==> src/rtl/medfilt_pkg.sv <==
// Shared types and constants for the median-filter window scheduler.
package medfilt_pkg;

  localparam int COORD_W    = 10;
  localparam int DATA_W_DEF = 16;

  typedef enum logic [2:0] {
    IDLE  = 3'd0,
    ISSUE = 3'd1,
    WAIT  = 3'd2,
    OUT   = 3'd3,
    FIN   = 3'd4
  } state_t;

endpackage

==> src/rtl/medfilt_raster_cnt.sv <==
// Raster counter over interior window centres (rows/cols 1..N-2), column fastest.
// wrap: column is on its last interior position; last: row is on its last interior row.
module medfilt_raster_cnt
  import medfilt_pkg::*;
#(
  parameter int IMG_W = 64,
  parameter int IMG_H = 64
) (
  input  logic               clk,
  input  logic               rst,
  input  logic               load,
  input  logic               advance,
  output logic [COORD_W-1:0] row,
  output logic [COORD_W-1:0] col,
  output logic               last,
  output logic               wrap
);

  localparam logic [COORD_W-1:0] COL_LAST = COORD_W'(IMG_W - 2);
  localparam logic [COORD_W-1:0] ROW_LAST = COORD_W'(IMG_H - 2);
  localparam logic [COORD_W-1:0] FIRST    = COORD_W'(1);

  assign wrap = (col == COL_LAST);
  assign last = (row == ROW_LAST);

  // Load the first centre at frame start, step in raster order on advance.
  always_ff @(posedge clk) begin
    if (rst) begin
      row <= '0;
      col <= '0;
    end else if (load) begin
      row <= FIRST;
      col <= FIRST;
    end else if (advance) begin
      if (wrap) begin
        col <= FIRST;
        row <= row + 1'b1;
      end else begin
        col <= col + 1'b1;
      end
    end
  end

endmodule

==> src/rtl/medfilt_sched.sv <==
// Median-filter window scheduler: issues one 3x3 window at a time for every
// interior pixel, waits for the filter result and hands it out on a
// valid/ready port. Optional WAIT watchdog enabled by MEDFILT_SCHED_TMO_EN.
//
//   state | meaning
//   IDLE  | no frame active, waiting for start
//   ISSUE | win_gen_flag high for the current centre
//   WAIT  | window outstanding, waiting for medfilt_done_flag
//   OUT   | result presented, waiting for out_ready
//   FIN   | frame_done pulse, back to IDLE next
module medfilt_sched
  import medfilt_pkg::*;
#(
  parameter int IMG_W   = 64,
  parameter int IMG_H   = 64,
  parameter int DATA_W  = DATA_W_DEF,
  parameter int TMO_CYC = 255
) (
  input  logic               clk,
  input  logic               rst,
  input  logic               start,
  output logic               win_gen_flag,
  output logic [COORD_W-1:0] win_row,
  output logic [COORD_W-1:0] win_col,
  input  logic               medfilt_done_flag,
  input  logic [DATA_W-1:0]  medfilt_data_out,
  output logic               out_valid,
  input  logic               out_ready,
  output logic [DATA_W-1:0]  out_data,
  output logic [COORD_W-1:0] out_row,
  output logic [COORD_W-1:0] out_col,
  output logic               busy,
  output logic               frame_done,
  output logic               err_tmo
);

  if (IMG_W < 4 || IMG_W > 1024 || IMG_H < 4 || IMG_H > 1024 || TMO_CYC < 1)
  begin : g_param_chk
    $error("medfilt_sched: parameter out of range");
  end

  state_t             state;
  logic               cnt_load;
  logic               cnt_adv;
  logic               last_row;
  logic               col_wrap;
  logic               frame_end;
  logic               tmo_hit;
  logic [COORD_W-1:0] row;
  logic [COORD_W-1:0] col;

  // Coordinates never move while a window is outstanding or a result is
  // held, so both coordinate ports can come straight from the counter.
  assign win_row   = row;
  assign win_col   = col;
  assign out_row   = row;
  assign out_col   = col;
  assign frame_end = last_row && col_wrap;
  assign cnt_load  = (state == IDLE) && start;
  assign cnt_adv   = (state == OUT) && out_ready && !frame_end;

  medfilt_raster_cnt #(
    .IMG_W (IMG_W),
    .IMG_H (IMG_H)
  ) u_cnt (
    .clk     (clk),
    .rst     (rst),
    .load    (cnt_load),
    .advance (cnt_adv),
    .row     (row),
    .col     (col),
    .last    (last_row),
    .wrap    (col_wrap)
  );

`ifdef MEDFILT_SCHED_TMO_EN
  localparam int TMO_W = $clog2(TMO_CYC + 1);
  logic [TMO_W-1:0] tmo_cnt;

  // Down-counter reloaded outside WAIT; terminal count on the TMO_CYC-th WAIT cycle.
  assign tmo_hit = (state == WAIT) && !medfilt_done_flag && (tmo_cnt == '0);

  // Watchdog timer and sticky timeout flag.
  always_ff @(posedge clk) begin
    if (rst) begin
      tmo_cnt <= '0;
      err_tmo <= 1'b0;
    end else begin
      if (state != WAIT) tmo_cnt <= TMO_W'(TMO_CYC - 1);
      else if (tmo_cnt != '0) tmo_cnt <= tmo_cnt - 1'b1;
      if (tmo_hit) err_tmo <= 1'b1;
    end
  end
`else
  assign tmo_hit = 1'b0;
  assign err_tmo = 1'b0;
`endif

  // Scheduler FSM with registered outputs.
  always_ff @(posedge clk) begin
    if (rst) begin
      state        <= IDLE;
      win_gen_flag <= 1'b0;
      out_valid    <= 1'b0;
      out_data     <= '0;
      frame_done   <= 1'b0;
      busy         <= 1'b0;
    end else begin
      win_gen_flag <= 1'b0;
      frame_done   <= 1'b0;
      case (state)
        IDLE: if (start) begin
          state        <= ISSUE;
          win_gen_flag <= 1'b1;
          busy         <= 1'b1;
        end
        ISSUE: state <= WAIT;
        WAIT: if (medfilt_done_flag) begin
          out_data  <= medfilt_data_out;
          out_valid <= 1'b1;
          state     <= OUT;
        end else if (tmo_hit) begin
          state        <= ISSUE;
          win_gen_flag <= 1'b1;
        end
        OUT: if (out_ready) begin
          out_valid <= 1'b0;
          if (frame_end) begin
            state      <= FIN;
            frame_done <= 1'b1;
          end else begin
            state        <= ISSUE;
            win_gen_flag <= 1'b1;
          end
        end
        FIN: begin
          state <= IDLE;
          busy  <= 1'b0;
        end
        default: state <= IDLE;
      endcase
    end
  end

endmodule

==> config.mk <==
export PLATFORM = sky130hd
export DESIGN_NAME = medfilt_sched
export DESIGN_NICKNAME = d
export VERILOG_FILES = /design/src/rtl/medfilt_pkg.sv /design/src/rtl/medfilt_raster_cnt.sv /design/src/rtl/medfilt_sched.sv
export SDC_FILE = /design/constraint.sdc
export NUM_CORES = 1
export LEC_CHECK = 0
export BUFFER_PORTS_ARGS = -buffer_cell sky130_fd_sc_hd__buf_2
export CAP_MARGIN = 20
export CORE_MARGIN = 3
export CORE_UTILIZATION = 29
export DETAILED_ROUTE_END_ITERATION = 6
export PLACE_DENSITY_LB_ADDON = 0.2
export SYNTH_ARGS = -nofsm -noshare
export SYNTH_HDL_FRONTEND = slang
export SYNTH_SLANG_ARGS = --single-unit
==> constraint.sdc <==
create_clock -name clk -period 1.95 [get_ports clk]
set_input_delay 0 -clock clk [delete_from_list [all_inputs] [get_ports clk]]
set_output_delay 0 -clock clk [all_outputs]
set_load 0.05 [all_outputs]
-- After elaboration in Yosys (flattened, before gate mapping)
Cells that the tools add are included.
- output and inout bits: 61
- input bits: 21
- logic and storage cells: 62
- register bits after elaboration: 43
- $add $sub $neg: 2
- equality and inequality tests: 9
- reduce and logical (&&, ||, !) cells: 18
- multiplexer cells: 21
- bitwise logic cells: 2
- operators with widths (operator ; count):
    adder 10 x 1 -> 10 bit, second input constant ; 2
    == test 10 x 6 -> 1 bit, second input constant ; 2
    2-to-1 mux 1 bit ; 12
    2-to-1 mux 3 bit ; 4
    one-hot mux 3 bit (4 select lines) ; 1
    2-to-1 mux 10 bit ; 1
    AND reduction 2 bit ; 4
    nonzero test 2 bit ; 4
    == test 3 x 2 -> 1 bit, second input constant ; 2
    != test 2 bit, second input constant ; 3
    one-hot mux 1 bit (2 select lines) ; 3
    AND reduction 3 bit ; 2
    logical AND 1 bit ; 4
    == test 3 x 1 -> 1 bit, second input constant ; 1
    == test 3 bit, second input constant ; 1
    logical NOT 3 bit ; 1
    OR reduction 3 bit ; 1
    inverter 1 bit ; 2
    OR reduction 2 bit ; 1
    logical NOT 1 bit ; 1

-- Depth between registers and ports, before layout
Gate-level depths: netlist (run 1).
- word-level depth: 6
- mapped depth: 8

-- By module
Synthesis (run 1) repeated with hierarchy kept, for this count alone.
- cells, all modules: 236
- area, all modules: 2182.1 um2
- modules (own cells, without submodules) (module ; seq. area each (um2) ; times used ; cells each ; area each (um2)):
    medfilt_sched ; 460.4 ; 1 ; 122 ; 1189.9
    medfilt_raster_cnt ; 400.4 ; 1 ; 114 ; 992.2

-- Least setup slack after synthesis (run 1)
Ideal clock, no wire load.
- kind: reg-to-reg
- start: register u_cnt.row[0]
- end: register u_cnt.row[4]
- slack: -0.232 ns
- period minus slack after synthesis: 2.182 ns
- path buffers: 1
- cell stages (with the launch flop): 8
- library setup time: 0.070 ns
- arrival: 2.113 ns
- cell sequence: dfxtp_1 inv_1 ha_1 nor4b_1 and3_1 buf_2 or4_1 a21oi_1
- word-level cells in the longest chain between the ends: 5
- ends and longest elaborated chain (element ; RTL line ; RTL):
    from (decl) ; medfilt_raster_cnt.sv:13 ; output logic [COORD_W-1:0] row,
    from (signal assigned) ; medfilt_raster_cnt.sv:37 ; row <= row + 1'b1;
    branches (longest 5 deep; another with adder 10 x 1 -> 10 bit) ; - ;
Parallel ways; which one is timed is not known.
A chain may end at the register's enable or synchronous reset.

-- Worst setup path after layout (run 1)
- start: register u_cnt.col[0]
- end: register u_cnt.col[4]
- word-level cells in the longest chain between the ends: 4
- ends and longest elaborated chain (element ; RTL line ; RTL):
    from (decl) ; medfilt_raster_cnt.sv:14 ; output logic [COORD_W-1:0] col,
    from (signal assigned) ; medfilt_raster_cnt.sv:39 ; col <= col + 1'b1;
    branches (longest 4 deep; another with adder 10 x 1 -> 10 bit) ; - ;
Parallel ways; which one is timed is not known.

==> flow_summary_export.csv, run 1 <==
group,metric,value,unit
job,cap_violations,0,
placed_design,dp_hpwl,4.127,mm
global_route,antenna_found_initial,0,
clock_tree,clock-sinks,43,
finish,syn2layout_area_growth,36.41,%
route,avgViaCountPerCell,4.770,
global_route,grt_pass1_wl,9.577,mm
yosys,synth.net_count,282,
yosys,ys_types,46,
finish,finish.instance_area,2958,µm²
yosys,ys_ff_latch,43,
yosys,synth_compound_area_frac,0.1898,
global_route,grt_pass1_vias,1965,
sta,max_freq,552.7,MHz
yosys,synth_top_cell_area_share,0.3970,
placed_design,placed_cell_area,2660,µm²
sta,worst_slack,0.1407,ns
setup_path,rrSetupSlack,0.14,ns
floorplanning,rows,30,
setup_path,cp_slowest_cell,"a2111o_1",
yosys,avgSynthCellArea,8.437,µm²
setup_path,crit_path_end_kind,"flop",
power_and_ir_drop,p_leak,1.298,nW
yosys,ys_top_cells_by_area,"dfxtp_1, buf_4, a21oi_1, nand2_1, and4_1",
finish,fin_nets,376,
floorplanning,start_util,0.3089,
clock_tree,insertion_delay,0.29,ns
floorplanning,io_pins,82,
finish,diodes,0,
sta,fin_crit_sh,0.9279,
clock_tree,numCtsBuffers,5,
setup_path,arrival,2.03,ns
setup_path,cp-startpoint,"u_cnt.col[0]",
setup_path,crit_cells,7,
worst_hold_path,worstHoldStart,"start",
floorplanning,core-area,7019,µm²
global_route,grt_start_max_net_pins,27,
setup_path,timing.rr.start,"u_cnt.col[0]",
route,wl_per_cell,12.94,µm
setup_path,crit_path_start_kind,"flop",
yosys,muxShareOfSynthArea,0.009233,
yosys,synth_area_leader_cell,"dfxtp_1",
power_and_ir_drop,p_per_area,646.6,nW/µm²
power_and_ir_drop,ir_drop,0.3605,mV
yosys,ys_async_sr_fraction,0,
setup_path,timing.rr.end,"u_cnt.col[4]",
finish,regArea,867.1,µm²
yosys,synth.cell_area,2168,µm²
route,finalWirelength,5.795,mm
route,vias,2137,
route,antenna_left,0,
finish,drive_gt1_frac,0.3722,
finish,multi_input_area,1072,µm²
power_and_ir_drop,p_total,1.912,mW
clock_tree,cts.reportedPaths.clkPinSlew,0.09,ns
yosys,synthAdderAreaFrac,0.02308,
setup_path,critPathMaxStageDelay,0.40,ns
floorplanning,dieArea,8551,µm²
yosys,yosysWarnings,0,
yosys,synth-simple-area-share,0.2510,
route,first_pass_iters,4,
placed_design,gp_congestion,0.7461,
status,outcome,"complete, no violations",
clock_tree,cts_tree,"done",
clock_tree,clk_path_buf_depth,2,
yosys,synth_edf_count,0,
sta,finalSetupViolations,0,
yosys,ys_seq_area_frac,0.3970,
setup_path,cp.required,2.17,ns
yosys,synth_top_family_by_area,"simple AND/OR/NAND/NOR gates",
worst_hold_path,hp-class,"primary input to flop",
route,drc,0,
global_route,gr-total-overflow,0,
setup_path,critPathTopFamily,"compound AO/OA/AOI/OAI gates",
placed_design,port_buffers,80,
clock_tree,root_buffer,"clkbuf_8",
placed_design,pre_cts_slack,0.02422,ns
yosys,synthXorXnorAreaFrac,0.008078,
setup_path,crit_fanout,6,
sta,fin_tns_setup,0,ns
sta,drv_slew,0,
setup_path,cp_cell_sequence,"inv_1 > ha_1 > nor2b_2 > and3_1 > buf_4 > a2111o_1 > o21ai_0",
floorplanning,die_w,92.47,µm
setup_path,criticalPathCategory,"flop to flop",
sta,holdWs,0.02119,ns
route,drtIter0Drc,66,
clock_tree,htreeDepth,2,
sta,fin_skew,0.006055,ns
setup_path,r2r_cells,7,
yosys,syn_inst,257,
setup_path,critPathCapture,"u_cnt.col[4]",
yosys,dominantRegCellSynth,"dfxtp_1",
setup_path,critical_path_buf_inv_count,2,
floorplanning,die_h,92.47,µm
finish,fill_cells,717,
sta,min_period,1.809,ns
global_route,track_usage,0.1357,
sta,hold_viol_final,0,
[flip-flops by register name (all words and copies together) (netlist names)]
signal        count
frame_done        1
busy              1
u_cnt.row        10
u_cnt.col        10
state             3
win_gen_flag      1
out_data         16
out_valid         1
[cell usage in the layout, fill, tap and decap left out, drive strengths merged, types with 2 or more instances in the layout]
| master | n |
|---|---|
| a21oi | 31 |
| buf | 107 |
| and3 | 4 |
| and4b | 2 |
| a211oi | 3 |
| nor4 | 3 |
| or4 | 3 |
| xor2 | 2 |
| or3 | 3 |
| a31oi | 2 |
| nand3 | 9 |
| and4 | 6 |
| mux2i | 2 |
| o211ai | 4 |
| nand4 | 7 |
| dlygate4sd3 | 16 |
| nand2 | 40 |
| nor3 | 4 |
| o31ai | 5 |
| clkinv | 2 |
| clkbuf | 5 |
| nor2 | 7 |
| dfxtp | 43 |
| inv | 6 |
| ha | 4 |
| a31o | 2 |
| o21ai | 10 |
| nor4b | 2 |
| a2111o | 3 |
[per-stage QoR]
stage	utilization	instances
after CTS	0.4182	446
final	0.4214	448
after detailed placement	0.3790	422
after global placement	0.3790	422
after global routing	0.4214	448
after floorplan	-	257
[power breakdown]
| part | total [mW] | internal, mW | leakage, nW | switching [mW] |
|---|---|---|---|---|
| Sequential | 0.925 | 0.904 | 0.351 | 0.0203 |
| Combinational | 0.285 | 0.0977 | 0.889 | 0.187 |
| Clock | 0.703 | 0.382 | 0.0581 | 0.321 |
| Total | 1.91 | 1.38 | 1.30 | 0.529 |
[final cells by class]
type | count | area share
multi-input cells | 172 | 0.3625
flip-flops and latches | 43 | 0.2931
repair buffers | 123 | 0.2580
well taps | 96 | 0.04061
clock buffers | 5 | 0.02327
clock inverters | 3 | 0.01481
inverters | 6 | 0.007614
[worst min path at each step]
stage	to	slack (ns)	depth (start not counted)
6_report	u_cnt.col[0]	0.02	3
2_1_floorplan	out_data[0]	0.14	2
4_1_cts	u_cnt.col[0]	0.01	3
3_5_place_dp	out_data[15]	0.25	3
5_1_grt	u_cnt.col[0]	0.02	3
3_3_place_gp	out_data[9]	0.24	3
[cell usage after synthesis (all sizes together) (5+ instances only)]
library cell / instances
dfxtp: 43
inv: 6
and4: 6
o31ai: 5
nand2: 40
a21oi: 31
nand4: 7
buf: 29
o21ai: 10
nor2: 7
nand3: 9
clkbuf: 7
[worst min-delay path, cell delays in order]
cell and delay, ns:
buf_2 0.13, nand2_1 0.08, a31oi_1 0.07
[metal layers]
metal	wire length (µm)	track usage	vias to the layer above
met2	2701	0.2236	66
met4	28	0.03465	0
li1	-	-	1093
met3	334	0.03331	2
met1	2730	0.1772	976
met5	0	0	-
[repair_timing]
item | CTS | global route
endpoints found under the hold margin | 16 | 0
pin swaps | 0 | 0
hold buffers | 16 | 0
endpoints found under the setup margin | 1 | 10
resized for setup | 1 | 3
buffers inserted | 0 | 2
[cells by family (layout without fill, tap and decap cells)]
group / after synthesis / count (layout)
AO/OA/AOI/OAI: 66 / 66
XOR/XNOR: 2 / 2
adder cells (fa/ha/maj): 4 / 4
buffers and inverters: 42 / 137
flip-flops: 43 / 43
multiplexers: 2 / 2
other: 1 / 1
AND/OR/NAND/NOR: 97 / 97
(Power assumes the default switching activity.)
==> run 2: changes to the inputs <==
--- a/config.mk
+++ b/config.mk
@@ -13,4 +13,5 @@
 export PLACE_DENSITY_LB_ADDON = 0.2
 export SYNTH_ARGS = -nofsm -noshare
 export SYNTH_HDL_FRONTEND = slang
+export SYNTH_HIERARCHICAL = 1
 export SYNTH_SLANG_ARGS = --single-unit
==> constraint.sdc (replaced) <==
create_clock -name clk -period 1.6 [get_ports clk]
set_input_delay 0 -clock clk [delete_from_list [all_inputs] [get_ports clk]]
set_output_delay 0 -clock clk [all_outputs]
set_load 0.05 [all_outputs]
==> flow_summary_export.csv, run 2 <==
group,metric,value,unit
placed_design,dp_hpwl,3.997,mm
placed_design,gp_congestion,0.7679,
worst_hold_path,hp-class,"primary input to flop",
yosys,dominantRegCellSynth,"dfxtp_1",
placed_design,port_buffers,80,
yosys,yosysMostFrequentCell,"dfxtp_1",
power_and_ir_drop,p_seq_frac,0.505,
sta,rsz0062_at_grt,"yes",
route,drc,0,
yosys,ys_ff_latch,43,
yosys,synthXorXnorAreaFrac,0.04817,
global_route,antenna_found_initial,0,
finish,largest_reg_flops,16,
floorplanning,start_util,0.3092,
placed_design,dp.cells,423,
setup_path,crit_path_end_kind,"flop",
clock_tree,clk_path_buf_depth,2,
job,cap_violations,0,
finish,final_common_cell,"buf_2",
global_route,grt_pass1_wl,8.859,mm
yosys,ys_types,45,
sta,fin_crit_sh,1.344,
sta,min_period,2.150,ns
floorplanning,io_pins,82,
setup_path,r2r_cells,4,
finish,final_cell_mix,"buf_2, buf_4, nand2b_1, dfxtp_1",
route,avgViaCountPerCell,4.444,
global_route,grt_pass1_vias,1851,
sta,max_freq,465.1,MHz
power_and_ir_drop,p_total,2.209,mW
yosys,synth.net_count,261,
clock_tree,root_buffer,"clkbuf_8",
route,finalWirelength,5.566,mm
yosys,avgSynthCellArea,9.246,µm²
route,first_pass_iters,4,
finish,top_register,"out_data",
route,vias,2000,
yosys,syn_inst,236,
yosys,ys_async_sr_fraction,0,
yosys,synth_edf_count,0,
yosys,synth_area_leader_cell,"dfxtp_1",
floorplanning,die_w,92.75,µm
yosys,synth_top_cell_area_share,0.3945,
setup_path,arrival,2.37,ns
clock_tree,clock-sinks,43,
clock_tree,cts.reportedPaths.clkPinSlew,0.09,ns
yosys,yosysWarnings,6,
finish,regArea,897.1,µm²
power_and_ir_drop,power_frac_comb,0.187,
floorplanning,rows,30,
power_and_ir_drop,ir_drop,0.3824,mV
power_and_ir_drop,p_sw,0.6475,mW
floorplanning,dieArea,8602,µm²
yosys,ys_top_cells_by_area,"dfxtp_1, nand2b_1, mux2i_1, buf_4, xnor2_1",
global_route,track_usage,0.1292,
finish,fin_nets,378,
route,wl_per_cell,12.37,µm
power_and_ir_drop,p_leak,1.480,nW
yosys,synth-simple-area-share,0.2729,
finish,layout.cells.non_filler,450,
route,antenna_left,0,
yosys,synth_top_family_by_area,"simple AND/OR/NAND/NOR gates",
sta,holdWs,0.06925,ns
yosys,synth.cell_area,2182,µm²
setup_path,crit_fanout,6,
status,outcome,"finished, violations left",
finish,multi_input_area,1180,µm²
yosys,synthAdderAreaFrac,0.02294,
power_and_ir_drop,p_int,1.562,mW
route,drtIter0Drc,55,
finish,fill_cells,736,
yosys,muxShareOfSynthArea,0.07856,
setup_path,cp.required,1.82,ns
global_route,grt_start_max_net_pins,25,
floorplanning,die_h,92.75,µm
setup_path,cp_cell_sequence,"or4b_4 > or4_4 > or4_1 > a21oi_1",
power_and_ir_drop,switching_share,0.2931,
worst_hold_path,hold_depth,3,
sta,finalSetupViolations,24,
setup_path,crit_path_start_kind,"flop",
clock_tree,numCtsBuffers,5,
sta,worst_slack,-0.5502,ns
finish,diodes,0,
floorplanning,core-area,7057,µm²
clock_tree,htreeDepth,2,
sta,fin_skew,0.008365,ns
power_and_ir_drop,clkPwrFrac,0.309,
power_and_ir_drop,p_per_area,686.2,nW/µm²
sta,hold_viol_final,0,
clock_tree,insertion_delay,0.30,ns
yosys,synth_compound_area_frac,0.06709,
setup_path,cp_slowest_cell,"or4_4",
global_route,gr-total-overflow,0,
status,violations,"negative setup slack",
finish,syn2layout_area_growth,47.53,%
finish,drive_gt1_frac,0.4944,
sta,drv_slew,0,
yosys,ys_top_cells_by_count,"dfxtp_1, nand2b_1, buf_4",
clock_tree,cts_tree,"done",
yosys,ys_seq_area_frac,0.3945,
finish,top_regs,"out_data x16, u_cnt/col x10, u_cnt/row x10",
setup_path,criticalPathCategory,"flop to flop",
setup_path,critPathMaxStageDelay,0.59,ns
## run 2: cell count changes in the layout (fill, tap and decap cells not counted), sizes merged, moves of 4 or more
cell / before / now
o211ai: 4 / 0
o21ai: 10 / 2
mux2i: 2 / 16
xnor2: 0 / 8
and4: 6 / 1
a21oi: 31 / 8
buf: 107 / 124
nor2: 7 / 15
nand2: 40 / 10
nand2b: 1 / 33
## run 2: final timing paths
kind	startpoint	to	slack, ns
setup / recovery	u_cnt/col[6]	u_cnt/row[9]	-0.55
hold / removal	medfilt_done_flag	state[0]	0.07
setup reg to reg	u_cnt/col[6]	u_cnt/row[9]	-0.55
hold reg to reg	out_data[14]	out_data[14]	0.47
## run 2: cells by family after synthesis
| group | Yosys count |
|---|---|
| AND/OR/NAND/NOR | 100 |
| flip-flops | 43 |
| buffers and inverters | 37 |
| AO/OA/AOI/OAI | 22 |
| multiplexers | 17 |
| XOR/XNOR | 12 |
| adder cells (fa/ha/maj) | 4 |
| other | 1 |
## run 2: layout make-up
class,instances,share of cell area
Multi-Input combinational cell,156,0.3665
Clock buffer,5,0.02138
Tap cell,96,0.03731
Clock inverter,3,0.004664
Timing Repair Buffer,140,0.2818
Sequential cell,43,0.2787
Inverter,7,0.009716
## run 2: power groups by stage
stage / logic, mW / registers [mW] / clock network [mW]
floorplan: 0.159 / 1.24 / 0
finish: 0.413 / 1.11 / 0.682
detailed placement: 0.376 / 1.14 / 0
global route: 0.444 / 1.12 / 0.765
global placement: 0.375 / 1.14 / 0
CTS: 0.416 / 1.11 / 0.713
## run 2: critical path: cells and delay by family (launching register included)
kind	cells	cell delay (ns)
flops	1	0.34
simple gates	3	1.61
compound gates	1	0.13
## run 2: routing by layer
metal,share of wire,track usage
met1,0.46,0.1757
met2,0.47,0.1958
met3,0.047,0.02762
met4,0.022,0.05739
met5,0,0
## run 2: stage by stage
step	setup slack, ns	area [µm²]	utilization	setup TNS [ns]
floorplan	-0.7036	2256	-	-11.13
global placement	-0.6047	2870	0.4067	-10.67
detailed placement	-0.6145	2870	0.4067	-10.96
CTS	-0.5597	3208	0.4546	-10.45
global route	-0.6433	3219	0.4562	-12.27
finish	-0.5502	3219	0.4562	-10.21
## run 2: timing repair
item	in CTS	in global routing
buffers inserted	4	1
hold buffers	16	0
endpoints found under the hold margin	16	0
gates resized for setup	18	3
setup endpoints to repair	24	24
pin swaps	12	5
